`config.mk`:
```
export PLATFORM = sky130hd
export DESIGN_NAME = hazard_unit
export DESIGN_NICKNAME = d
export VERILOG_FILES = /design/src/rtl/cpu_types_pkg.sv /design/src/rtl/hazard_counters.sv /design/src/rtl/hazard_unit.sv
export SDC_FILE = /design/constraint.sdc
export NUM_CORES = 1
export LEC_CHECK = 0
export ABC_CLOCK_PERIOD_IN_PS = 1080
export BUFFER_PORTS_ARGS = -buffer_cell sky130_fd_sc_hd__buf_4
export CAP_MARGIN = 20
export CELL_PAD_IN_SITES_DETAIL_PLACEMENT = 1
export CELL_PAD_IN_SITES_GLOBAL_PLACEMENT = 1
export CORE_MARGIN = 2
export CORE_UTILIZATION = 20
export DETAILED_ROUTE_END_ITERATION = 16
export GPL_TIMING_DRIVEN = 0
export PLACE_DENSITY = 0.7
export SLEW_MARGIN = 20
export SYNTH_ARGS = -nofsm -noshare
export SYNTH_HDL_FRONTEND = slang
export SYNTH_SLANG_ARGS = --single-unit
export TNS_END_PERCENT = 100
```
`constraint.sdc`:
```
create_clock -name CLK -period 1.08 [get_ports CLK]
set_input_delay 0.054 -clock CLK [delete_from_list [all_inputs] [get_ports CLK]]
set_output_delay 0.054 -clock CLK [all_outputs]
set_load 0.01 [all_outputs]
```
`src/rtl/cpu_types_pkg.sv`:
```
// Shared pipeline types for the five-stage core: register and word widths,
// the hazard unit state encoding, and the load-use dependence check.
package cpu_types_pkg;

    typedef logic [4:0]  regbits_t;
    typedef logic [31:0] word_t;

    typedef enum logic {
        RUN    = 1'b0,
        HALTED = 1'b1
    } hazard_state_t;

    localparam word_t STAT_MAX = 32'hFFFF_FFFF;

    // Load in EX feeding a source of the ID instruction; register 0 never stalls.
    function automatic logic load_use_dep(
        input logic     ex_dre,
        input regbits_t ex_dst,
        input regbits_t id_rs,
        input regbits_t id_rt,
        input logic     id_uses_rt
    );
        return ex_dre && (ex_dst != '0) &&
               ((ex_dst == id_rs) || (id_uses_rt && (ex_dst == id_rt)));
    endfunction

endpackage

```
`src/rtl/hazard_counters.sv`:
```
// Saturating stall / flush event counters for the hazard unit.
// Only instantiated when HAZARD_STATS_EN is defined.
module hazard_counters
    import cpu_types_pkg::*;
(
    input  logic  CLK,
    input  logic  RST,
    input  logic  stall_inc,
    input  logic  flush_inc,
    output word_t stall_cnt,
    output word_t flush_cnt
);

    // Count events, holding at all-ones instead of wrapping.
    always_ff @(posedge CLK or posedge RST) begin
        if (RST) begin
            stall_cnt <= '0;
            flush_cnt <= '0;
        end else begin
            if (stall_inc && (stall_cnt != STAT_MAX))
                stall_cnt <= stall_cnt + 32'd1;
            if (flush_inc && (flush_cnt != STAT_MAX))
                flush_cnt <= flush_cnt + 32'd1;
        end
    end

endmodule

```
`src/rtl/hazard_unit.sv`:
```
// Pipeline hazard control: write enables and flushes for PC, IF/ID, ID/EX,
// EX/MEM and MEM/WB. Optional statistics counters under HAZARD_STATS_EN.
//
// state  | meaning
// -------+-------------------------------------------------------------
// RUN    | pipeline active; controls follow the hazard priority rules
// HALTED | HALT reached MEM; all registers frozen until RST
//
// iheld: an instruction arrived while IF/ID was frozen and is still on the
// fetch bus side, so the next advance can proceed without a fresh ihit.
module hazard_unit
    import cpu_types_pkg::*;
(
    input  logic     CLK,
    input  logic     RST,
    input  logic     ihit,
    input  logic     dhit,
    input  logic     dmemreq,
    input  regbits_t idrs,
    input  regbits_t idrt,
    input  logic     idUsesRt,
    input  logic     exDRE,
    input  regbits_t exdst,
    input  logic     brtaken,
    input  logic     jmp,
    input  logic     memHALT,
    output logic     pcW,
    output logic     ifidW,
    output logic     ifidRST,
    output logic     idW,
    output logic     idRST,
    output logic     exmemW,
    output logic     memwbW,
    output logic     memwbRST,
    output logic     halt
`ifdef HAZARD_STATS_EN
    ,
    output word_t    stall_cnt,
    output word_t    flush_cnt
`endif
);

    hazard_state_t state, next_state;
    logic          iheld, next_iheld;
    logic          dstall, redirect, lduse, fetch_ok;

    assign dstall   = dmemreq && !dhit;
    assign redirect = brtaken || jmp;
    assign lduse    = load_use_dep(exDRE, exdst, idrs, idrt, idUsesRt);
    assign fetch_ok = ihit || iheld;
    assign halt     = (state == HALTED);

    // State and held-fetch flag registers.
    always_ff @(posedge CLK or posedge RST) begin
        if (RST) begin
            state <= RUN;
            iheld <= 1'b0;
        end else begin
            state <= next_state;
            iheld <= next_iheld;
        end
    end

    // Next state and held-fetch flag, following the hazard priority order.
    always_comb begin
        next_state = state;
        next_iheld = iheld;
        if (state == RUN) begin
            if (memHALT) begin
                next_state = HALTED;
                next_iheld = 1'b0;
            end else if (dstall) begin
                if (ihit) next_iheld = 1'b1;
            end else if (redirect) begin
                next_iheld = 1'b0;
            end else if (lduse) begin
                if (ihit) next_iheld = 1'b1;
            end else if (fetch_ok) begin
                next_iheld = 1'b0;
            end
        end
    end

    // Mealy register controls; everything is held off while reset is asserted.
    always_comb begin
        pcW      = 1'b0;
        ifidW    = 1'b0;
        ifidRST  = 1'b0;
        idW      = 1'b0;
        idRST    = 1'b0;
        exmemW   = 1'b0;
        memwbW   = 1'b0;
        memwbRST = 1'b0;
        if (!RST && (state == RUN)) begin
            pcW    = 1'b1;
            ifidW  = 1'b1;
            idW    = 1'b1;
            exmemW = 1'b1;
            memwbW = 1'b1;
            if (memHALT) begin
                // HALT carries no memory access, so it overrides a data stall.
            end else if (dstall) begin
                pcW      = 1'b0;
                ifidW    = 1'b0;
                idW      = 1'b0;
                exmemW   = 1'b0;
                memwbRST = 1'b1;
            end else if (redirect) begin
                ifidRST = 1'b1;
                idRST   = 1'b1;
            end else if (lduse) begin
                pcW   = 1'b0;
                ifidW = 1'b0;
                idRST = 1'b1;
            end else if (!fetch_ok) begin
                pcW     = 1'b0;
                ifidRST = 1'b1;
            end
        end
    end

`ifdef HAZARD_STATS_EN
    logic stall_inc, flush_inc;

    assign stall_inc = !RST && (state == RUN) && !pcW;
    assign flush_inc = !RST && (state == RUN) && !memHALT && !dstall && redirect;

    hazard_counters u_counters (
        .CLK       (CLK),
        .RST       (RST),
        .stall_inc (stall_inc),
        .flush_inc (flush_inc),
        .stall_cnt (stall_cnt),
        .flush_cnt (flush_cnt)
    );
`endif

endmodule

```
==> metrics.md <==
| Metric | Value |
|---|---|
| Outcome | complete, but fails checks |
| Failing checks | negative setup slack |
| VDD IR max | 0.264 mV |
| Setup CP Type | primary input to output port |
| CP endpoint kind | output port |
| Vias in the first global route | 492 |
| RSZ-0062 raised after global routing | yes |
| DR iter-0 viols | 5 |
| CTS max path bufs | 2 |
| Area growth, synth to finish | 133% |
| Ports | 34 |
| Avg Inst Size Synth | 7.96 µm² |
| Multi-input logic area | between 300 and 400 µm² |
| Cts bufs inserted | 3 |
| Crit path DAT | 1280 ps |
| Top-area cell type share of the netlist area | 0.241 |
| Hold path start | memHALT |
| Synth Cell Area | roughly 330 µm² |
| Count of different cell masters after synthesis | 23 |
| Slowest cell on crit path | or4_4 |
| Delay-heaviest family, CP | simple AND/OR/NAND/NOR gates |
| Crit path time final | 1330 ps |
| CTS H-Tree Depth | 1 |
| Antenna viol nets, final | 0 |
| Setup crit start | exdst[1] |
| Core area | around 1500 µm² |
| Top cells by count, synth | xor2_1, nor2_1, inv_1, nor3_1 |
| R2R Path Start | halt$_DFF_PP0_ |
| Fin crit share | 1.24 |
| Number of synthesized flops with an enable pin | 0 |
| Reg2reg setup slack | -60 ps |
| Worst-path maximum fanout | 3 |
| Ys async rst share | 1.00 |
| Final setup viols | 8 |
| Clock slew at reported path FFs | around 30 ps |
| Final hold vios | 0 |
| Sequential Area | 51.3 µm² |
| Worst path bufs/invs | 2 |
| MaxCap Viol Count | 0 |
| Syn Inst Count | 41 |
| Starting density of the core | 0.214 |
| #FFs+latches synth | 2 |
| Sequential fraction of the synthesis area | 0.153 |
| All-Layer GR Usage | 0.135 |
| Synth area leader | xor2_1 |
| Pre-Repair DR Iteration Count | 2 |
| Layout cell share with drive strength beyond 1 | 0.663 |
| Initial antenna violation count | 0 |
| Power Dens Cells | 557 nW/µm² |
| Layout Nets | 110 |
| Worst path max stage delay | roughly 530 ps |
| Syn. warnings | 0 |
| Pleak | 0.000348 µW |
| Row count | 14 |
| Count leader, synth | xor2_1 |
| Top FF cell, synth | dfrtp_1 |
| Req. time, crit path | 1030 ps |
| Routed len/inst | about 12 µm |
| Worst skew pair latency | ~220 ps |
| CTS tree | yes |
| Total power | approximately 420 µW |
| HP Class | primary input to flip-flop |
| Worst-Margin Slew | 276 ps |
| Routability congestion estimate | between 0.7 and 0.8 |
| Setup Skew | roughly 1.3 ps |
| Fin Setup TNS | -1050 ps |
| Die Ht | 44.4 µm |
| Synthesized Nets | 66 |
| Fmax | 750 MHz |
| Final WS setup | -254 ps |
| Worst-case hold slack | 95.1 ps |
| Congestion Overflow GR | 0 |
| Pre-CTS setup slack | -327 ps |
| Global-route wire length before repair | 1.95 mm |
| Clock sinks | 2 |
| DRC Markers | 0 |
| Slew Limit Fails | 0 |
| I/O Buffers | 33 |
| Vias | 472 |
| Final wirelength | 1.17 mm |
| Top post-synthesis cells by area | xor2_1, dfrtp_1, nor2_1, o21ai_4, nor3_1 |
| Cells after DPL | 90 |
| Cell Count, Final, Fillers Out | just under 100 |
| Largest net degree at the start of global routing | 6 |
| Vias per inst | 4.77 |
| Fill count | 185 |
| Die footprint | 1970 µm² |
| N_diodes | 0 |
| Worst slew margin | 0.816 |
| DIE WIDTH | 44.4 µm |
| Clk root buf | clkbuf_4 |
| CP Cell Sequence | buf_8 > or4_4 > o21ai_4 > nor3b_2 > a211oi_1 > buf_4 |
| Startpoint types | primary input |
| Final HPWL DP | about 930 µm |
-- per-layer routing --
layer / part of all wire / routed length (µm) / GRT usage
met5: 0 / 0 / 0
met4: 0 / 0 / 0.0364
met3: 0.11 / 129 / 0.0571
met2: 0.55 / 639 / 0.262
met1: 0.34 / 398 / 0.127
-- per-stage QoR --
stage | area (µm²) | utilization
after floorplan | 332 | -
after global placement | 599 | 0.393
after detailed placement | 599 | 0.393
after CTS | 739 | 0.485
after global routing | 761 | 0.499
final | 761 | 0.499
-- final cells by class --
type,count,area share
well taps,16,0.0263
clock buffers,3,0.0296
multi-input cells,35,0.410
repair buffers,39,0.442
plain buffers,1,0.00987
flip-flops and latches,2,0.0674
inverters,3,0.0148
-- what timing repair did --
item / in CTS / in global routing
pin swaps: 11 / 2
endpoints found under the hold margin: 2 / 0
setup endpoints to repair: 8 / 9
hold buffers: 1 / 0
buffers inserted: 5 / 1
gates resized for setup: 19 / 6
-- kinds of logic (layout without fill, tap and decap cells) --
logic type                after synthesis  in the layout  share of synthesized area
DFF                                     2              2                      0.153
AOI/OAI and AO/OA                       8              8                      0.211
and+or+nand+nor                        17             17                      0.310
buffers and inverters                   4             46                     0.0575
xor gates and xnor gates               10             10                      0.268
-- flip-flops by register name (all words and copies together) (netlist names) --
register / cells
halt: 1
iheld: 1
-- final timing paths --
path,endpoint,depth (start not counted)
max,pcW,6
max in group asynchronous,halt$_DFF_PP0_,3
min,halt$_DFF_PP0_,2
min in group asynchronous,iheld$_DFFE_PP0P_,3
max reg2reg,iheld$_DFFE_PP0P_,3
min reg2reg,iheld$_DFFE_PP0P_,1
-- layout by cell type (no fill, tap or decap) --
cell	synthesis	layout
a2111oi_4	0	1
a211oi_1	1	1
a21boi_2	0	1
a32oi_2	0	1
and2_1	1	1
buf_4	1	29
buf_6	0	9
buf_8	0	1
clkbuf_4	0	3
dfrtp_1	2	1
dfrtp_2	0	1
dlygate4sd3_1	0	1
inv_1	3	2
inv_2	0	1
nand2_2	0	1
nand3b_1	1	1
nor2_1	5	4
nor2_4	0	1
nor2b_1	1	1
nor3_1	3	2
nor3_2	0	1
nor3b_1	1	1
nor3b_2	1	1
nor4_2	0	1
o21ai_1	0	2
o21ai_4	1	1
o32a_1	1	1
or2_4	0	1
or4_4	1	1
xnor2_1	1	1
xor2_1	9	9
-- power by group --
group | switching [µW] | internal, µW
clock network | 44.4 | 123
logic | 71.3 | 103
registers | 2.32 | 79.9
No activity file was read; power rests on OpenSTA's default activity.
